**src/rtl/dispenser_pkg.sv**
```systemverilog
// Shared types and constants for the pet food dispenser scheduling logic.
package dispenser_pkg;

  typedef enum logic [1:0] {IDLE, LOAD, DISPENSE, COOLDOWN} disp_state_t;

  localparam int unsigned PORTION_W = 4;
  localparam logic [PORTION_W-1:0] DEFAULT_MAX_PORTION = 4'd9;

  function automatic logic [PORTION_W-1:0] clamp_portion(input logic [PORTION_W-1:0] p,
                                                         input logic [PORTION_W-1:0] max_p);
    return (p > max_p) ? max_p : p;
  endfunction

endpackage

```
**src/rtl/tick_prescaler.sv**
```systemverilog
// Free-running divider producing a one-cycle tick every DIV cycles after clear.
module tick_prescaler #(
  parameter int unsigned DIV = 4
) (
  input  logic clk,
  input  logic reset,
  input  logic clear,
  output logic tick
);

  localparam int unsigned CntW = (DIV > 1) ? $clog2(DIV) : 1;
  localparam logic [CntW-1:0] Last = CntW'(DIV - 1);

  logic [CntW-1:0] cnt_q, cnt_d;

  always_comb begin
    cnt_d = cnt_q + 1'b1;
    if (clear || (cnt_q == Last)) begin
      cnt_d = '0;
    end
  end

  assign tick = !clear && (cnt_q == Last);

  always_ff @(posedge clk) begin
    if (!reset) begin
      cnt_q <= '0;
    end else begin
      cnt_q <= cnt_d;
    end
  end

endmodule

```
**src/rtl/dispense_scheduler.sv**
```systemverilog
// Arbitrates scheduled/manual portion requests and sequences motor dispensing with cooldown.
module dispense_scheduler
  import dispenser_pkg::*;
#(
  parameter int unsigned          TICK_DIV       = 50000000,
  parameter int unsigned          COOLDOWN_TICKS = 4,
  parameter logic [PORTION_W-1:0] MAX_PORTION    = DEFAULT_MAX_PORTION
) (
  input  logic                 clk,
  input  logic                 reset,
  input  logic                 sched_req,
  input  logic [PORTION_W-1:0] sched_portion,
  input  logic                 man_req,
  input  logic [PORTION_W-1:0] man_portion,
  output logic                 motor_on,
  output logic                 busy,
  output logic [PORTION_W-1:0] remaining,
  output logic                 done,
  output logic                 grant_sched,
  output logic                 grant_man
);

  localparam int unsigned CdW = (COOLDOWN_TICKS > 1) ? $clog2(COOLDOWN_TICKS) : 1;
  localparam logic [CdW-1:0] CdLast = CdW'(COOLDOWN_TICKS - 1);

  disp_state_t          state_q, state_d;
  logic                 sched_flag_q, sched_flag_d, man_flag_q, man_flag_d;
  logic [PORTION_W-1:0] sched_por_q, sched_por_d, man_por_q, man_por_d;
  logic [PORTION_W-1:0] remaining_q, remaining_d;
  logic [CdW-1:0]       cd_q, cd_d;
  logic                 motor_on_q, motor_on_d, busy_q, busy_d, done_q, done_d;
  logic                 grant_sched_q, grant_sched_d, grant_man_q, grant_man_d;
  logic                 tick;

  // LOAD always restarts the prescaler, so both DISPENSE and COOLDOWN start at a unit boundary.
  tick_prescaler #(
    .DIV (TICK_DIV)
  ) u_prescaler (
    .clk   (clk),
    .reset (reset),
    .clear (state_q == LOAD),
    .tick  (tick)
  );

  always_comb begin
    state_d       = state_q;
    sched_flag_d  = sched_flag_q;
    sched_por_d   = sched_por_q;
    man_flag_d    = man_flag_q;
    man_por_d     = man_por_q;
    remaining_d   = remaining_q;
    cd_d          = (state_q == COOLDOWN) ? cd_q : '0;
    motor_on_d    = motor_on_q;
    done_d        = 1'b0;
    grant_sched_d = 1'b0;
    grant_man_d   = 1'b0;

    // A request only lands in an empty slot; otherwise the stored portion wins.
    if (sched_req && !sched_flag_q) begin
      sched_flag_d = 1'b1;
      sched_por_d  = clamp_portion(sched_portion, MAX_PORTION);
    end
    if (man_req && !man_flag_q) begin
      man_flag_d = 1'b1;
      man_por_d  = clamp_portion(man_portion, MAX_PORTION);
    end

    unique case (state_q)
      IDLE: begin
        if (sched_flag_d) begin
          state_d       = LOAD;
          remaining_d   = sched_por_d;
          sched_flag_d  = 1'b0;
          grant_sched_d = 1'b1;
        end else if (man_flag_d) begin
          state_d     = LOAD;
          remaining_d = man_por_d;
          man_flag_d  = 1'b0;
          grant_man_d = 1'b1;
        end
      end
      LOAD: begin
        if (remaining_q != '0) begin
          state_d    = DISPENSE;
          motor_on_d = 1'b1;
        end else begin
          state_d = COOLDOWN;
          done_d  = 1'b1;
        end
      end
      DISPENSE: begin
        if (tick && (remaining_q != '0)) begin
          remaining_d = remaining_q - 1'b1;
          if (remaining_q == 4'd1) begin
            state_d    = COOLDOWN;
            motor_on_d = 1'b0;
            done_d     = 1'b1;
          end
        end
      end
      COOLDOWN: begin
        if (tick) begin
          if (cd_q == CdLast) begin
            state_d = IDLE;
          end else begin
            cd_d = cd_q + 1'b1;
          end
        end
      end
      default: state_d = IDLE;
    endcase

    busy_d = (state_d != IDLE);
  end

  always_ff @(posedge clk) begin
    if (!reset) begin
      state_q       <= IDLE;
      sched_flag_q  <= 1'b0;
      sched_por_q   <= '0;
      man_flag_q    <= 1'b0;
      man_por_q     <= '0;
      remaining_q   <= '0;
      cd_q          <= '0;
      motor_on_q    <= 1'b0;
      busy_q        <= 1'b0;
      done_q        <= 1'b0;
      grant_sched_q <= 1'b0;
      grant_man_q   <= 1'b0;
    end else begin
      state_q       <= state_d;
      sched_flag_q  <= sched_flag_d;
      sched_por_q   <= sched_por_d;
      man_flag_q    <= man_flag_d;
      man_por_q     <= man_por_d;
      remaining_q   <= remaining_d;
      cd_q          <= cd_d;
      motor_on_q    <= motor_on_d;
      busy_q        <= busy_d;
      done_q        <= done_d;
      grant_sched_q <= grant_sched_d;
      grant_man_q   <= grant_man_d;
    end
  end

  assign motor_on    = motor_on_q;
  assign busy        = busy_q;
  assign remaining   = remaining_q;
  assign done        = done_q;
  assign grant_sched = grant_sched_q;
  assign grant_man   = grant_man_q;

endmodule

```
**config.mk**
```make
export PLATFORM = sky130hd
export DESIGN_NAME = dispense_scheduler
export DESIGN_NICKNAME = d
export VERILOG_FILES = /design/src/rtl/dispenser_pkg.sv /design/src/rtl/tick_prescaler.sv /design/src/rtl/dispense_scheduler.sv
export SDC_FILE = /design/constraint.sdc
export NUM_CORES = 1
export LEC_CHECK = 0
export ABC_AREA = 1
export CORE_ASPECT_RATIO = 1.75
export CORE_MARGIN = 2
export CORE_UTILIZATION = 30
export CTS_CLUSTER_DIAMETER = 100
export DETAILED_ROUTE_END_ITERATION = 8
export GPL_ROUTABILITY_DRIVEN = 0
export PLACE_DENSITY_LB_ADDON = 0.08
export SLEW_MARGIN = 10
export SYNTH_ARGS = -nofsm -noshare
export SYNTH_HDL_FRONTEND = slang
export SYNTH_HIERARCHICAL = 1
export SYNTH_SLANG_ARGS = --single-unit
```
**constraint.sdc**
```tcl
create_clock -name clk -period 2.7 [get_ports clk]
set_clock_uncertainty 0.1 [all_clocks]
set_input_delay 0.27 -clock clk [delete_from_list [all_inputs] [get_ports clk]]
set_output_delay 0.27 -clock clk [all_outputs]
set_load 0.005 [all_outputs]
```
# Word level (Yosys, flattened, before mapping)
# Index checks and enable logic that the tools add are counted.
# totals
reg_bits,49
input_bits,12
out_inout_bits,9
# classes
add_sub_neg,3
magnitude_cmp,2
n_eq_ne,10
mux,34
n_bitwise,2
reduce_logical,19
# ops
operator,n
$mux W4,7
$add A26 B1 Y26 const B,1
$eq A26 B26 Y1 const B,1
$mux W2,10
$mux W1,13
$gt A4 B4 Y1 const B,2
$pmux W2 S4,1
$pmux W4 S2,1
$eq A2 B2 Y1 const B,3
$ne A2 B2 Y1 const B,3
$reduce_bool A2 Y1,3
$eq A4 B1 Y1 const B,1
$logic_and A1 B1 Y1,4
$pmux W1 S2,2
$reduce_and A4 Y1,1
$reduce_bool A4 Y1,1
$reduce_or A2 Y1,2
$sub A4 B1 Y4 const B,1
$logic_not A1 Y1,3
$ne A3 B2 Y1 const B,1
$reduce_and A3 Y1,1
$reduce_or A3 Y1,1
$add A2 B1 Y2 const B,1
$eq A2 B1 Y1 const B,1
other kinds (4),5

# Logic depth before layout (Yosys ltp)
# logic_depth
word_depth,7
ltp_mapped,15

# Hierarchy
# The synthesis kept the hierarchy.
# by_module_without_submodules
mod,n_inst,cells_each,area_per_inst_um2,seq_area_each_um2
tick_prescaler,1,219,1455.1,520.5
dispense_scheduler,1,188,1301.2,460.4

# Least setup slack after synthesis
# Ideal clock, no wire load.
# synth_timing
path_type,register -> register
start,register u_prescaler.cnt_q[0]
end,register busy_q (netlist: busy)
arrival_ps,1751
required_time_ps,2486
setup_slack_ps,735
path_stages_with_launch,15
synth_period_minus_slack_ps,1965
path_cell_list,dfxtp_1 > ha_1 > nand2_2 > nor2_4 > nand2_2 > nor2_2 > nand2_2 > nor2_1 > inv_1 > o21ai_0 > o21ai_0 > nand2_1 > nand2_1 > nand2_1 > nand2_1
# synth_via
elab_chain_len,6
# synth_lines
item,line,text
"start, declared",tick_prescaler.sv:14,"logic [CntW-1:0] cnt_q, cnt_d;"
"start signal, assigned",tick_prescaler.sv:29,cnt_q <= cnt_d;
$eq A26 B26 Y1 *,tick_prescaler.sv:23,assign tick = !clear && (cnt_q == Last);
$logic_and A1 B1 Y1 *,tick_prescaler.sv:23,
via tick,dispense_scheduler.sv:33,logic tick;
$logic_and A1 B1 Y1,dispense_scheduler.sv:92,if (tick && (remaining_q != '0)) begin
$mux W2,dispense_scheduler.sv:92,
$pmux W2 S4 *,dispense_scheduler.sv:68,unique case (state_q)
$reduce_bool A2 Y1 *,dispense_scheduler.sv:113,busy_d = (state_d != IDLE);
"end signal, assigned",dispense_scheduler.sv:139,busy_q <= busy_d;
"end, declared",dispense_scheduler.sv:31,"logic motor_on_q, motor_on_d, busy_q, busy_d, done_q, done_d;"
# Mark *: on every way through the listed nets, which the timed path passes. The rest lies on a longest branch.
# A chain may end at the register's enable or synchronous reset.

# Final worst setup path
# Same ends and word-level chain as after synthesis.

==> results_dict.tcl <==
set metrics [dict create \
    switching_share_pct 30.8 \
    drtIter0Drc 76 \
    setup_viol 0 \
    final_core_util_pct 36.0 \
    crit_top_cell "nand2_1" \
    cp-start-kind "flop" \
    clkLatencyLatePin_ns 0.29 \
    crit_path_top_delay_cell "dfxtp_1" \
    syn_inst 407 \
    dpl.hpwl_um 5190 \
    area_growth_pct 17.3 \
    dp_slack_ns 0.492 \
    max_freq_ghz 0.453 \
    rsz0062_at_grt "no" \
    final_layout_size_suffix_gt1_share_pct 11.5 \
    antenna_found_initial 0 \
    crit_chain "ha_1, nand2_2, nor2_4, nand2_2, nor2_2, nand2_2, nor2_1, inv_1, o21ai_0, o21ai_0, nand2_1, nand2_1, nand2_1, nand2_1" \
    async_flop_share_pct 0 \
    rows 46 \
    cp_top_family "simple AND/OR/NAND/NOR gates" \
    cts.sinks 49 \
    htree_levels 2 \
    pwr_density_cell_nw_per_um2 588 \
    finalWorstSetupSlack_ns 0.490 \
    core_um2 8980 \
    cts_hold_buffers 0 \
    syn_nets 427 \
    portBuffers 20 \
    crit_start "u_prescaler/cnt_q[0]$_SDFF_PP0_" \
    synth-seq-area-share_pct 35.6 \
    synth_cell_type_count 28 \
    ant_nets 0 \
    place_area_um2 3090 \
    yosys.area.top_type "dfxtp_1" \
    max_slew_margin_pct 77.7 \
    setup_tns_ns 0 \
    drc_errors 0 \
    min_path_type "flop to flop" \
    switching_power_mw 0.586 \
    synth_flop_cell "dfxtp_1" \
    yosysWarnings 6 \
    dr.pass1.iters 4 \
    layout.nets 453 \
    p_int_mw 1.31 \
    maxCapViolCount 0 \
    synth-edff-count 0 \
    final_area_um2 3230 \
    ys_ff_latch 49 \
    fin_crit_ns 2.21 \
    path_class "flop to flop" \
    worst_pin_slew_ns 0.334 \
    dieWidth_um 76.5 \
    nFillCells 1028 \
    routed_via_density 4.38 \
    critPathMaxStageDelay_ns 0.35 \
    combPwrFrac_pct 24.6 \
    critPathMaxFanout 5 \
    grt_pass1_wl_um 11000 \
    gr-total-overflow 0 \
    finalHoldViolCount 0 \
    crit_arrival_ns 2.30 \
    fin_hold_ws_ns 0.344 \
    slew_violations 0 \
    cts-resized-gates 0 \
    pwr-share-seq_pct 42.7 \
    synth_top_area_share_pct 35.6 \
    crit_required_ns 2.79 \
    worstSetupEndpointType "flop" \
    status "finished, final reports clean" \
    rr_startpoint "u_prescaler/cnt_q[0]$_SDFF_PP0_" \
    cts_root_buf "clkbuf_16" \
    p_leak_nw 1.32 \
    grt_max_degree 27 \
    p_clk_share_pct 32.7 \
    die_area_um2 10000 \
    avgSynthCellArea_um2 6.77 \
    tritoncts "yes" \
    ir_drop_mv 0.333 \
    clk_path_buf_depth 2 \
    cts_buffers 5 \
    start_util_pct 30.7 \
    first_global_vias 2414 \
    path_buf_inv 1 \
    antenna_cells 0 \
    post-cts-setup-buffers 0 \
    drt_wl_total_um 6530 \
    die_height_um 131 \
    vias 2425 \
    cts.clk_slew.worst_paths_ns 0.07 \
    grt.total_usage_pct 14.3 \
    synthTopCellsByArea "dfxtp_1 (36%), nand2_1 (15%), nor2_1 (9.0%)" \
    wl_per_cell_um 11.8 \
    post-route-period-util_pct 81.8 \
    hold_start "u_prescaler/cnt_q[0]$_SDFF_PP0_" \
    pin_count 21 \
    synth_area_um2 2760 \
]
final timing paths:
path	to	slack [ns]	depth (start not counted)
max	busy$_SDFF_PN0_	0.49	14
min reg2reg	u_prescaler/cnt_q[0]$_SDFF_PP0_	0.34	1
min	u_prescaler/cnt_q[0]$_SDFF_PP0_	0.34	1
max reg2reg	busy$_SDFF_PN0_	0.49	14
sequential cells by signal, summed over array words and instances, names as in the netlist, 2 cells and up:
signal	count
u_prescaler/cnt_q	26
man_por_q	4
remaining	4
sched_por_q	4
cd_q	2
state_q	2
Yosys cell counts (3+ instances only):
library cell / count
nand4_1: 4
xor2_1: 7
a21oi_2: 5
nand2_1: 111
ha_1: 8
inv_2: 3
nand2_2: 10
nand2_4: 4
nor3_1: 6
a21oi_1: 6
o21ai_0: 5
inv_1: 55
nor2_1: 66
dfxtp_1: 49
nor2_2: 10
xnor2_1: 8
nand3_1: 29
nor2_4: 8
kinds of logic after synthesis:
kind of cell	count (synthesis)	share of synthesized area, %
flip-flops	49	35.6
buffers and inverters	64	9.35
XOR/XNOR	15	4.77
AND/OR/NAND/NOR	251	42.0
adder cells (fa/ha/maj)	8	3.63
AO/OA/AOI/OAI	20	4.63
stage by stage:
step | total power, mW | instances
4_1_cts | 1.94 | 554
2_1_floorplan | 1.16 | 407
5_1_grt | 2.03 | 554
3_3_place_gp | 1.31 | 546
3_5_place_dp | 1.30 | 546
6_report | 1.90 | 554
cells in the final DEF, fill, tap and decap left out, types with 3 or more instances in the layout:
cell / n
inv_2: 3
a21oi_1: 6
clkdlybuf4s50_1: 20
inv_1: 55
nand2_4: 4
nand3_1: 29
clkbuf_16: 5
nor2_2: 10
nand2_2: 10
a21oi_2: 5
nand2_1: 111
nor2_4: 8
nor3_1: 6
xnor2_1: 8
o21ai_0: 5
xor2_1: 7
dfxtp_1: 49
ha_1: 8
nor2_1: 66
nand4_1: 4
layer usage:
metal  GRT usage (%)  wire (um)  up-vias
li1                -          -     1286
met4            6.20        140        0
met5               0          0        -
met1            12.4       2380     1110
met3            2.61        148        8
met2            30.7       3870       21
power groups by stage:
stage	registers, mW	logic [mW]	clock network, mW
floorplan	0.826	0.334	0
finish	0.811	0.467	0.622
global placement	0.829	0.477	0
CTS	0.812	0.479	0.654
detailed placement	0.829	0.476	0
global route	0.818	0.531	0.677
area by class of cell:
class                           instances  area, um^2  area share (%)
Clock inverter                          1        7.51           0.232
Inverter                               61         230            7.12
Tap cell                              120         150            4.64
Sequential cell                        49         981            30.3
Multi-Input combinational cell        294        1520            46.9
Clock buffer                            7         133            4.10
Timing Repair Buffer                   22         215            6.65
Power figures use the tool's default switching activity.
